[src/rtl/echo_feedback_mixer.sv]
// Echo feedback/mix engine: forms buffer write-back and audible output
// from dry + gain*delayed, and glides the buffer delay toward a target.
//
// Ports:
//   clk, reset_n               clock, async active-low reset
//   dry_valid, dry_sample      dry input strobe and sample
//   dly_valid, dly_sample      delayed sample from the buffer (level valid)
//   fb_gain, mix_gain          unsigned Q0.GAIN_WIDTH gains
//   target_delay               requested delay length in samples
//   delay_samples              current (gliding) delay length to buffer
//   wr_valid, wr_sample        write-back strobe and sample
//   out_valid, out_sample      audible output strobe and sample
module echo_feedback_mixer #(
    parameter int DATA_WIDTH = 32,
    parameter int ADDR_WIDTH = 16,
    parameter int GAIN_WIDTH = 16
) (
    input  logic                  clk,
    input  logic                  reset_n,
    input  logic                  dry_valid,
    input  logic [DATA_WIDTH-1:0] dry_sample,
    input  logic                  dly_valid,
    input  logic [DATA_WIDTH-1:0] dly_sample,
    input  logic [GAIN_WIDTH-1:0] fb_gain,
    input  logic [GAIN_WIDTH-1:0] mix_gain,
    input  logic [ADDR_WIDTH-1:0] target_delay,
    output logic [ADDR_WIDTH-1:0] delay_samples,
    output logic                  wr_valid,
    output logic [DATA_WIDTH-1:0] wr_sample,
    output logic                  out_valid,
    output logic [DATA_WIDTH-1:0] out_sample
);

    localparam int PW = DATA_WIDTH + GAIN_WIDTH + 1;
    localparam int SW = DATA_WIDTH + 1;
    localparam logic signed [DATA_WIDTH-1:0] SAT_MAX = {1'b0, {(DATA_WIDTH-1){1'b1}}};
    localparam logic signed [DATA_WIDTH-1:0] SAT_MIN = {1'b1, {(DATA_WIDTH-1){1'b0}}};

    // Stage 1 capture
    logic                         v1;
    logic signed [DATA_WIDTH-1:0] dry1;
    logic signed [DATA_WIDTH-1:0] d1;
    logic        [GAIN_WIDTH-1:0] fb1;
    logic        [GAIN_WIDTH-1:0] mix1;

    // Stage 2 scaled products
    logic                         v2;
    logic signed [DATA_WIDTH-1:0] dry2;
    logic signed [SW-1:0]         pfb2;
    logic signed [SW-1:0]         pmix2;

    // Stage 3 wide sums
    logic                         v3;
    logic signed [SW-1:0]         wr3;
    logic signed [SW-1:0]         out3;

    logic                         v4;

    logic signed [PW-1:0]         d_ext;
    logic signed [PW-1:0]         fb_ext;
    logic signed [PW-1:0]         mix_ext;
    logic signed [PW-1:0]         pfb_full;
    logic signed [PW-1:0]         pmix_full;
    logic                         unused_lsbs;

    logic [ADDR_WIDTH-1:0]        eff_target;

    function automatic logic [DATA_WIDTH-1:0] sat(input logic signed [SW-1:0] x);
        if (x[SW-1] != x[SW-2]) begin
            sat = x[SW-1] ? SAT_MIN : SAT_MAX;
        end else begin
            sat = x[DATA_WIDTH-1:0];
        end
    endfunction

    // Gains are zero-extended so they multiply as non-negative signed values.
    always_comb begin
        d_ext     = PW'(d1);
        fb_ext    = PW'({1'b0, fb1});
        mix_ext   = PW'({1'b0, mix1});
        pfb_full  = d_ext * fb_ext;
        pmix_full = d_ext * mix_ext;
    end

    // Dropping the low GAIN_WIDTH bits is the arithmetic shift (floor).
    assign unused_lsbs = ^{pfb_full[GAIN_WIDTH-1:0], pmix_full[GAIN_WIDTH-1:0]};

    // A zero target is treated as one sample; target is never below 1,
    // so stepping toward it can never wrap.
    assign eff_target = (target_delay == '0) ? ADDR_WIDTH'(1) : target_delay;

    always_ff @(posedge clk or negedge reset_n) begin
        if (!reset_n) begin
            v1   <= 1'b0;
            dry1 <= '0;
            d1   <= '0;
            fb1  <= '0;
            mix1 <= '0;
        end else begin
            v1 <= dry_valid;
            if (dry_valid) begin
                dry1 <= dry_sample;
                d1   <= dly_valid ? dly_sample : '0;
                fb1  <= fb_gain;
                mix1 <= mix_gain;
            end
        end
    end

    always_ff @(posedge clk or negedge reset_n) begin
        if (!reset_n) begin
            v2    <= 1'b0;
            dry2  <= '0;
            pfb2  <= '0;
            pmix2 <= '0;
            v3    <= 1'b0;
            wr3   <= '0;
            out3  <= '0;
        end else begin
            v2    <= v1;
            dry2  <= dry1;
            pfb2  <= pfb_full[PW-1:GAIN_WIDTH];
            pmix2 <= pmix_full[PW-1:GAIN_WIDTH];
            v3    <= v2;
            wr3   <= SW'(dry2) + pfb2;
            out3  <= SW'(dry2) + pmix2;
        end
    end

    always_ff @(posedge clk or negedge reset_n) begin
        if (!reset_n) begin
            v4         <= 1'b0;
            wr_sample  <= '0;
            out_sample <= '0;
        end else begin
            v4 <= v3;
            if (v3) begin
                wr_sample  <= sat(wr3);
                out_sample <= sat(out3);
            end
        end
    end

    assign wr_valid  = v4;
    assign out_valid = v4;

    always_ff @(posedge clk or negedge reset_n) begin
        if (!reset_n) begin
            delay_samples <= ADDR_WIDTH'(1);
        end else if (dry_valid) begin
            if (delay_samples < eff_target) begin
                delay_samples <= delay_samples + ADDR_WIDTH'(1);
            end else if (delay_samples > eff_target) begin
                delay_samples <= delay_samples - ADDR_WIDTH'(1);
            end
        end
    end

endmodule

[config.mk]
export PLATFORM = sky130hd
export DESIGN_NAME = echo_feedback_mixer
export DESIGN_NICKNAME = d
export VERILOG_FILES = /design/src/rtl/echo_feedback_mixer.sv
export SDC_FILE = /design/constraint.sdc
export NUM_CORES = 2
export LEC_CHECK = 0
export CAP_MARGIN = 20
export CORE_AREA = 4 4 303 305
export DETAILED_ROUTE_END_ITERATION = 12
export DIE_AREA = 0 0 307 309
export PLACE_DENSITY = 0.79
export SYNTH_ARGS = -nofsm -noshare
export SYNTH_HDL_FRONTEND = slang
export SYNTH_SLANG_ARGS = --single-unit
[constraint.sdc]
create_clock -name clk -period 12 [get_ports clk]
set_input_delay 2.4 -clock clk [delete_from_list [all_inputs] [get_ports clk]]
set_output_delay 2.4 -clock clk [all_outputs]
set_load 0.02 [all_outputs]
==> run_results.csv <==
group,metric,value,unit
placement,place_inst,6405,
sta,slew_headroom,0.233,
sta,worst_pin_slew,1150,ps
grt,grt_pass1_vias,38200,
sta,tns,0,ps
yosys,synth_edf_count,0,
yosys,avgSynthCellArea,9.49,um2
yosys,ys_seq_elements,344,
flow_run,cap_viol_max_count,0,
floorplan,fp.dieArea,0.0949,mm2
clock_tree,postCtsSetupRepairBufs,0,
clock_tree,max-clock-path-buffers,3,
route,drtAntennaViolNets,0,
clock_tree,postCtsHoldBufs,0,
floorplan,core,0.0893,mm2
floorplan,io_pins,198,
route,vias,34800,
worst_setup_path,crit_path_max_fanout,33,
sta,period_share,0.642,
worst_setup_path,endpoint_kind,"flop",
worst_hold_path,min_path_type,"reg -> reg",
floorplan,die_height,309,um
placement,gp_congestion,0.914,
placement,hpwl,92500,um
sta,finalHoldViolations,0,
yosys,synth-seq-area-share,0.174,
yosys,async_flop_share,1.00,
worst_setup_path,cp.arrival,8210,ps
floorplan,num_rows,110,
worst_setup_path,slowest_delay,1090,ps
worst_setup_path,startpoint_type,"flop",
clock_tree,cts_resized,0,
grt,grt_pass1_wl,197000,um
route,drt_iter0_markers,2275,
route,firstDrtPassIters,5,
sta,rsz0062_at_grt,"false",
yosys,syn_inst,5210,
clock_tree,cts_tree,"done",
clock_tree,cts_buffers,42,
final_layout,final_cell_mix,"inv_1 (1216), fa_1 (977), nand2_1 (621)",
clock_tree,htreeDepth,2,
worst_setup_path,crit_slowest_cell,"dfrtp_1",
grt,grt_usage,0.262,
worst_setup_path,crit_buf_inv,4,
final_layout,num-nets-final,6704,
sta,clock_skew,37.9,ps
worst_setup_path,crit_required,12510,ps
worst_setup_path,path_class,"reg -> reg",
worst_setup_path,crit_family,"adder cells",
grt,grt_max_degree,101,
run_status,status,"completed",
yosys,ys_types,58,
placement,placed_area,0.0525,mm2
clock_tree,clock_latency,610,ps
final_layout,instances_no_fill,6492,
yosys,synth_warnings,0,
yosys,netlist_area,0.0494,mm2
route,route.detailed.drc,0,
sta,maxSlewViolCount,0,
route,viasPerCell,5.36,
worst_setup_path,ff2ff_setup_slack,4300,ps
final_layout,drive_above_1_share,0.0423,
grt,antenna_found_initial,3,
sta,post-route-min-period,7700,ps
worst_setup_path,path_cells,"and2_1, fa_1, inv_1, fa_1, fa_1, inv_1, fa_1, fa_1, inv_1, fa_1, inv_1, ha_1, nand4_1, o22ai_1, a211oi_1, o22a_1, o211ai_1, o311ai_1, a21oi_1, a21oi_1, o21ai_0, a21oi_1, xnor2_1",
sta,clock.fmax,130,MHz
route,drt_wl_total,119000,um
final_layout,layout_commonest_cell,"inv_1",
final_layout,stdcell_area,0.0543,mm2
final_layout,syn_to_final_growth,9.75,%
floorplan,die_w,307,um
floorplan,start_util,0.554,
worst_setup_path,worst_path_most_repeated_cell,"fa_1",
sta,setup_viol_count_final,0,
placement,port_buffers,197,
clock_tree,clk_pin_slew_worst_paths,60,ps
grt,grt-ovfl-total,0,
clock_tree,cts_root_buf,"clkbuf_16",
clock_tree,cts.sinks,344,
route,wl_per_cell,18.4,um
yosys,ys.flop_type,"dfrtp_1",
yosys,syn_nets,6631,
[worst paths after layout]
| check | start | end | depth (start not counted) |
|---|---|---|---|
| max in group asynchronous | reset_n | mix1[13]$_DFFE_PN0P_ | 3 |
| min in group asynchronous | reset_n | delay_samples[4]$_DFFE_PN0P_ | 1 |
| hold reg to reg | v1$_DFF_PN0_ | v2$_DFF_PN0_ | 0 |
| setup reg to reg | mix1[7]$_DFFE_PN0P_ | pmix2[28]$_DFF_PN0_ | 23 |
| hold / removal | v1$_DFF_PN0_ | v2$_DFF_PN0_ | 0 |
| setup / recovery | mix1[7]$_DFFE_PN0P_ | pmix2[28]$_DFF_PN0_ | 23 |
[cell type report]
class	instances	area, um2
Antenna cell	2	5.00
Tap cell	1176	1470
Inverter	1216	4560
Clock inverter	16	226
Clock buffer	59	1230
Fill cell	7209	35100
Multi-Input combinational cell	3410	35400
Sequential cell	344	8610
Timing Repair Buffer	269	2790
[per-layer routing]
| layer | up-vias | global-route usage | wire length [um] |
|---|---|---|---|
| met4 | 2 | 0.0740 | 3410 |
| met5 | - | 0 | 20 |
| li1 | 15600 | - | - |
| met3 | 271 | 0.0665 | 11500 |
| met2 | 1444 | 0.438 | 56800 |
| met1 | 17500 | 0.342 | 47600 |
[synthesized netlist by cell type (all sizes together) (37+ instances only)]
cell type	instances	area (um2)
clkbuf	234	878
mux2	65	732
a21oi	251	1260
nand3	54	270
and2	467	2920
fa	977	19600
ha	328	4100
a21o	62	465
nand2	621	2330
nor2	137	514
xnor2	109	955
dfrtp	343	8580
inv	1216	4560
o21ai	108	541
xor2	37	324
[registers in the layout, summed over array words and instances (netlist names)]
| name | flops |
|---|---|
| wr3 | 33 |
| delay_samples | 16 |
| pmix2 | 33 |
| pfb2 | 33 |
| dry1 | 32 |
| out_sample | 32 |
| fb1 | 16 |
| v1 | 1 |
| mix1 | 16 |
| wr_sample | 32 |
| out3 | 33 |
| d1 | 32 |
| v2 | 1 |
| dry2 | 32 |
| out_valid | 1 |
| v3 | 1 |
[cells by family after synthesis]
logic type               after synthesis  synth area share
flip-flops                           344             0.174
multiplexers                          66            0.0150
XOR/XNOR                             146            0.0259
AO/OA/AOI/OAI                        525            0.0626
buffers and inverters               1456             0.111
adder cells (fa/ha/maj)             1305             0.479
AND/OR/NAND/NOR                     1368             0.133
[metrics by stage]
| step | utilization | setup slack [ps] | hold WS, ps |
|---|---|---|---|
| final | 0.608 | 4300 | 347 |
| after global routing | 0.608 | 3960 | 352 |
| after CTS | 0.605 | 4280 | 349 |
| after detailed placement | 0.588 | 4360 | 336 |
| after global placement | 0.587 | 4530 | 334 |
| after floorplan | - | 5720 | 331 |
Power is left out: the tool's default activity adds up to more than one toggle a clock period on the data nets, which glitch-free logic cannot reach.
